## src/rtl/matrix_add_pipe.sv

```systemverilog
// matrix_add_pipe: two-stage lane-parallel adder rebuilding matrix rows from
// difference and base beats, with row tracking and a sticky overflow flag.
module matrix_add_pipe #(
    parameter int PARALLEL_NUM = 28,
    parameter int ROWS         = 28,
    parameter bit SATURATE     = 1'b0
) (
    input  logic                      clk,
    input  logic                      rst_n,
    input  logic                      in_valid,
    output logic                      in_ready,
    input  logic [16*PARALLEL_NUM-1:0] diffSet,
    input  logic [16*PARALLEL_NUM-1:0] baseSet,
    output logic                      out_valid,
    input  logic                      out_ready,
    output logic [16*PARALLEL_NUM-1:0] sumSet,
    output logic [$clog2(ROWS)-1:0]   out_row,
    output logic                      out_last,
    output logic                      ovf,
    input  logic                      ovf_clr
);

    localparam int PN = PARALLEL_NUM;
    localparam int W  = 16 * PN;
    localparam int RW = $clog2(ROWS);
    localparam logic [RW-1:0] LAST_ROW = RW'(ROWS - 1);

    logic                s1_valid;
    logic [PN-1:0][16:0] s1_sum;
    logic [PN-1:0]       s1_ovf;
    logic [PN-1:0][16:0] sum_nxt;
    logic [PN-1:0]       ovf_nxt;

    logic                s2_valid;
    logic [W-1:0]        s2_res;
    logic                s2_ovf;
    logic [W-1:0]        res_nxt;

    logic [RW-1:0]       row;
    logic                s1_en;
    logic                s2_en;
    logic                out_xfer;

    assign s2_en    = !s2_valid || out_ready;
    assign s1_en    = !s1_valid || s2_en;
    assign in_ready = s1_en;
    assign out_xfer = s2_valid && out_ready;

    assign out_valid = s2_valid;
    assign sumSet    = s2_res;
    assign out_row   = row;
    assign out_last  = s2_valid && (row == LAST_ROW);

    // Sign-extend each lane to 17 bits and flag lanes whose sum leaves 16 bits.
    always_comb begin
        sum_nxt = '0;
        ovf_nxt = '0;
        for (int i = 0; i < PN; i++) begin
            sum_nxt[i] = {diffSet[i*16+15], diffSet[i*16 +: 16]}
                       + {baseSet[i*16+15], baseSet[i*16 +: 16]};
            ovf_nxt[i] = sum_nxt[i][16] ^ sum_nxt[i][15];
        end
    end

    // Reduce each 17-bit lane sum to 16 bits by wrapping or clamping.
    always_comb begin
        res_nxt = '0;
        for (int i = 0; i < PN; i++) begin
            if (SATURATE && s1_ovf[i]) begin
                res_nxt[i*16 +: 16] = s1_sum[i][16] ? 16'h8000 : 16'h7fff;
            end else begin
                res_nxt[i*16 +: 16] = s1_sum[i][15:0];
            end
        end
    end

    // Stage 1: capture the raw lane sums whenever the stage can advance.
    always_ff @(posedge clk or negedge rst_n) begin
        if (!rst_n) begin
            s1_valid <= 1'b0;
            s1_sum   <= '0;
            s1_ovf   <= '0;
        end else if (s1_en) begin
            s1_valid <= in_valid;
            if (in_valid) begin
                s1_sum <= sum_nxt;
                s1_ovf <= ovf_nxt;
            end
        end
    end

    // Stage 2: hold the finished beat until downstream takes it.
    always_ff @(posedge clk or negedge rst_n) begin
        if (!rst_n) begin
            s2_valid <= 1'b0;
            s2_res   <= '0;
            s2_ovf   <= 1'b0;
        end else if (s2_en) begin
            s2_valid <= s1_valid;
            if (s1_valid) begin
                s2_res <= res_nxt;
                s2_ovf <= |s1_ovf;
            end
        end
    end

    // Row position within the frame advances with each delivered beat.
    always_ff @(posedge clk or negedge rst_n) begin
        if (!rst_n) begin
            row <= '0;
        end else if (out_xfer) begin
            row <= (row == LAST_ROW) ? '0 : row + 1'b1;
        end
    end

    // Sticky overflow; a new overflow outranks a simultaneous clear.
    always_ff @(posedge clk or negedge rst_n) begin
        if (!rst_n) begin
            ovf <= 1'b0;
        end else if (out_xfer && s2_ovf) begin
            ovf <= 1'b1;
        end else if (ovf_clr) begin
            ovf <= 1'b0;
        end
    end

endmodule

```

## config.mk

```make
export PLATFORM = sky130hd
export DESIGN_NAME = matrix_add_pipe
export DESIGN_NICKNAME = d
export VERILOG_FILES = /design/src/rtl/matrix_add_pipe.sv
export SDC_FILE = /design/constraint.sdc
export NUM_CORES = 2
export LEC_CHECK = 0
export ABC_AREA = 0
export CAP_MARGIN = 20
export CELL_PAD_IN_SITES_DETAIL_PLACEMENT = 0
export CELL_PAD_IN_SITES_GLOBAL_PLACEMENT = 1
export CORE_AREA = 10 10 515 517
export CTS_BUF_LIST = sky130_fd_sc_hd__clkbuf_4
export DETAILED_ROUTE_END_ITERATION = 8
export DIE_AREA = 0 0 525 527
export PLACE_DENSITY_LB_ADDON = 0.1
export SYNTH_ARGS = -nofsm -noshare
export SYNTH_HDL_FRONTEND = slang
export SYNTH_SLANG_ARGS = --single-unit
```

## constraint.sdc

```tcl
create_clock -name clk -period 3.38 [get_ports clk]
set_clock_uncertainty 0.05 [all_clocks]
set_input_delay 1.014 -clock clk [delete_from_list [all_inputs] [get_ports clk]]
set_output_delay 1.014 -clock clk [all_outputs]
set_load 0.02 [all_outputs]
```

==> summary.txt <==
Status
  • Status: complete, but fails checks
  • Failing checks: setup timing

STA
  • Slew margin rel.: 28.5%
  • Maximum clock rate: between 200 and 300 MHz
  • Final period util: 104%
  • Slew Limit Fails: 0
  • Setup ws final: -0.124 ns
  • Worst Tran Pin Value: approximately 1.1 ns
  • Final hold violations: 0
  • Setup TNS: -0.124 ns
  • RSZ-0062 raised after global routing: yes
  • Final setup vio count: 1
  • Tmin final: 3.50 ns

Setup path
  • CP Capture Type: primary output
  • CP max stage delay: 0.39 ns
  • Worst EP arrival: 2.44 ns
  • Crit-path cells: ha_2 > and4b_2 > and2_4 > buf_6
  • Critical path launch point type: flip-flop
  • Slowest cell on crit path: dfrtp_1
  • Worst reg2reg setup slack: about 1.1 ns
  • Worst path required time: between 2 and 2.5 ns
  • Crit path max fanout: 3
  • Critical path class: flip-flop to primary output

CTS
  • Clk root buf: clkbuf_4
  • CTS tree: yes
  • Clk sinks: approximately 930
  • Clk buf depth: 4
  • Clock transition at path regs: around 0.07 ns
  • Worst-Skew Late Latency: around 1.3 ns
  • CTS Buf Count: between 300 and 400
  • CTS H-tree lvls: 5

Power and ir drop
  • Power share of the clock group: about a quarter
  • Leakage: about 37 nW
  • Peak supply drop: between 0.0002 and 0.00025 V
  • NetSw: 0.0169 W
  • Switch share: 37.9%
  • PwrDens: between 500 and 600 nW/um^2
  • Pint: 0.0278 W
  • Seq pwr share: a little over a third
  • Combinational fraction of design power: roughly two fifths

Placed design
  • I/O Buffers: 1357
  • Post-Place Cells: around 10000
  • Setup WS pre-CTS: -0.879 ns
  • Placer Congestion: 0.886
  • Hpwl dp: between 200000 and 250000 um

Floorplanning
  • Height of the die: between 500 and 600 um
  • Core Region: 255000 sq um
  • Num ports: about 1400
  • Die area: approximately 280000 sq um
  • Rows: 186
  • Initial core utilization: between 20% and 30%
  • Chip width: about 530 um

Cells and area
  • Commonest non-fill, non-tap cell in the layout: dfrtp_1
  • Final nets: ~8700
  • Most frequent cells in the layout: dfrtp_1, clkdlybuf4s50_1, buf_4
  • Layout cell share with drive strength beyond 1: between 20% and 30%
  • Layout area overhead: 51.6%
  • Final design utilization: about 31%
  • Fillcell total: 26700
  • Non-Filler Instances: 10900

Yosys
  • Number of flops mapped to enable cells by yosys: 0
  • Register bit count reported by yosys: roughly 930
  • Synth warn: 0
  • Syn_area_per_cell: about 10 sq um
  • Mapped cell area: roughly 52000 sq um
  • Share of flip-flops with an asynchronous set or reset: between 90% and 100%
  • Sequential element share of the synthesized area: 44.6%
  • Mapped Cells: 5037
  • Dominant synthesized flop cell: dfrtp_1
  • Syn nets: 6415
  • Netlist cell types: 73

Detailed routing
  • DR pass1 iterations: 5
  • WL final: approximately 260000 um
  • Routed Antenna Nets: 0
  • DRC: 0
  • DR vias/cell: between 4 and 5
  • Via count: between 40000 and 50000
  • Wire length per cell: 24.2 um
  • DRT iter0 DRCs: ~2000

Min path
  • HP Class: primary input to async pin

Flow run
  • Max-Cap Viols: 0

Global routing
  • First-pass GRT wire length: ~370000 um
  • Largest net degree at the start of global routing: between 80 and 90
  • GRT overflow: 0
  • Total track usage: a little under a fifth
  • Vias in the first global route: about 50000
  • Antenna violations before repair: about 150
[state kept, by name, indices dropped and copies added, names as in the netlist]
| name | flops |
|---|---|
| res_nxt | 448 |
| sumSet | 448 |
| s1_ovf | 28 |
| out_row | 5 |
| out_valid | 1 |
| ovf | 1 |
| s1_valid | 1 |
| s2_ovf | 1 |
[worst max-delay path, delay by kind of cell, from the launching register on]
| kind | cells | cell delay (ns) |
|---|---|---|
| DFF | 1 | 0.39 |
| and+or+nand+nor | 2 | 0.39 |
| adders and majority gates | 1 | 0.20 |
| buffers and inverters | 1 | 0.12 |
[cell families after synthesis]
kind of cell | after synthesis | share of synthesized area (%)
buffers and inverters | 276 | 2.03
and+or+nand+nor | 1246 | 10.4
adders and majority gates | 477 | 11.8
DFF | 933 | 44.6
muxes | 468 | 10.1
xor gates and xnor gates | 385 | 6.44
AOI/OAI and AO/OA | 1252 | 14.8
[synthesized netlist by cell type (all sizes together), types with 35 or more instances]
cell type	n	area (sq um)
mux2	468	5270
o21bai	79	593
a21o	91	683
xnor2	191	1670
o21a	42	315
nand3	62	310
dfrtp	933	23300
xor2	194	1700
or3	47	294
o21ai	543	2720
nor2	214	803
a21oi	270	1360
and3	45	282
o31ai	35	290
inv	122	458
ha	449	5620
nor3	92	460
nand2	676	2540
clkbuf	123	462
[power by group through the flow]
stage	Combinational, W	Sequential [W]	Clock [W]
detailed placement	0.0187	0.0165	0
finish	0.0173	0.0161	0.0113
floorplan	0.00597	0.0181	0
global route	0.0187	0.0166	0.0126
global placement	0.0187	0.0164	0
CTS	0.0177	0.0163	0.0120
[final timing paths]
check                                  start           end  depth (start not counted)
worst max-delay path              out_row[1]      out_last                          4
worst min-delay path                   rst_n  res_nxt[185]                          2
worst max register to register     out_valid   res_nxt[16]                          8
worst min register to register  res_nxt[111]   sumSet[111]                          1
max in group asynchronous              rst_n   sumSet[418]                          3
min in group clk                baseSet[128]  res_nxt[128]                          4
[layer usage]
metal	share of wire [%]	routed length, um	track usage, %
met3	9.4	25000	8.29
met2	49	131000	32.7
met4	2.6	6860	4.82
met1	38	101000	20.1
met5	0.30	800	0
[area by class of cell]
cell class / instances / area (sq um) / share of cell area, %
antenna: 40 / 100 / 0.126
inverter: 122 / 458 / 0.577
timing repair buffer: 2135 / 19800 / 24.9
tap: 3384 / 4230 / 5.33
clock inverter: 74 / 377 / 0.474
multi-input combinational: 3828 / 28000 / 35.3
clock buffer: 417 / 3130 / 3.94
sequential: 933 / 23400 / 29.4
[metrics by stage]
stage          power (W)  hold WS, ns  area (sq um)
3_5_place_dp      0.0352        0.408         76000
6_report          0.0447        0.314         79400
2_1_floorplan     0.0241        0.385         52400
5_1_grt           0.0479        0.124         79400
4_1_cts           0.0460       0.0812         79300
3_3_place_gp      0.0351        0.401         76000
[what timing repair did]
action	CTS	global route
setup endpoints to repair	457	9
pin swaps	3	1
hold buffers	1	0
setup buffers	7	4
hold endpoints to repair	177	0
resized for setup	713	7
(Power assumes the default switching activity.)
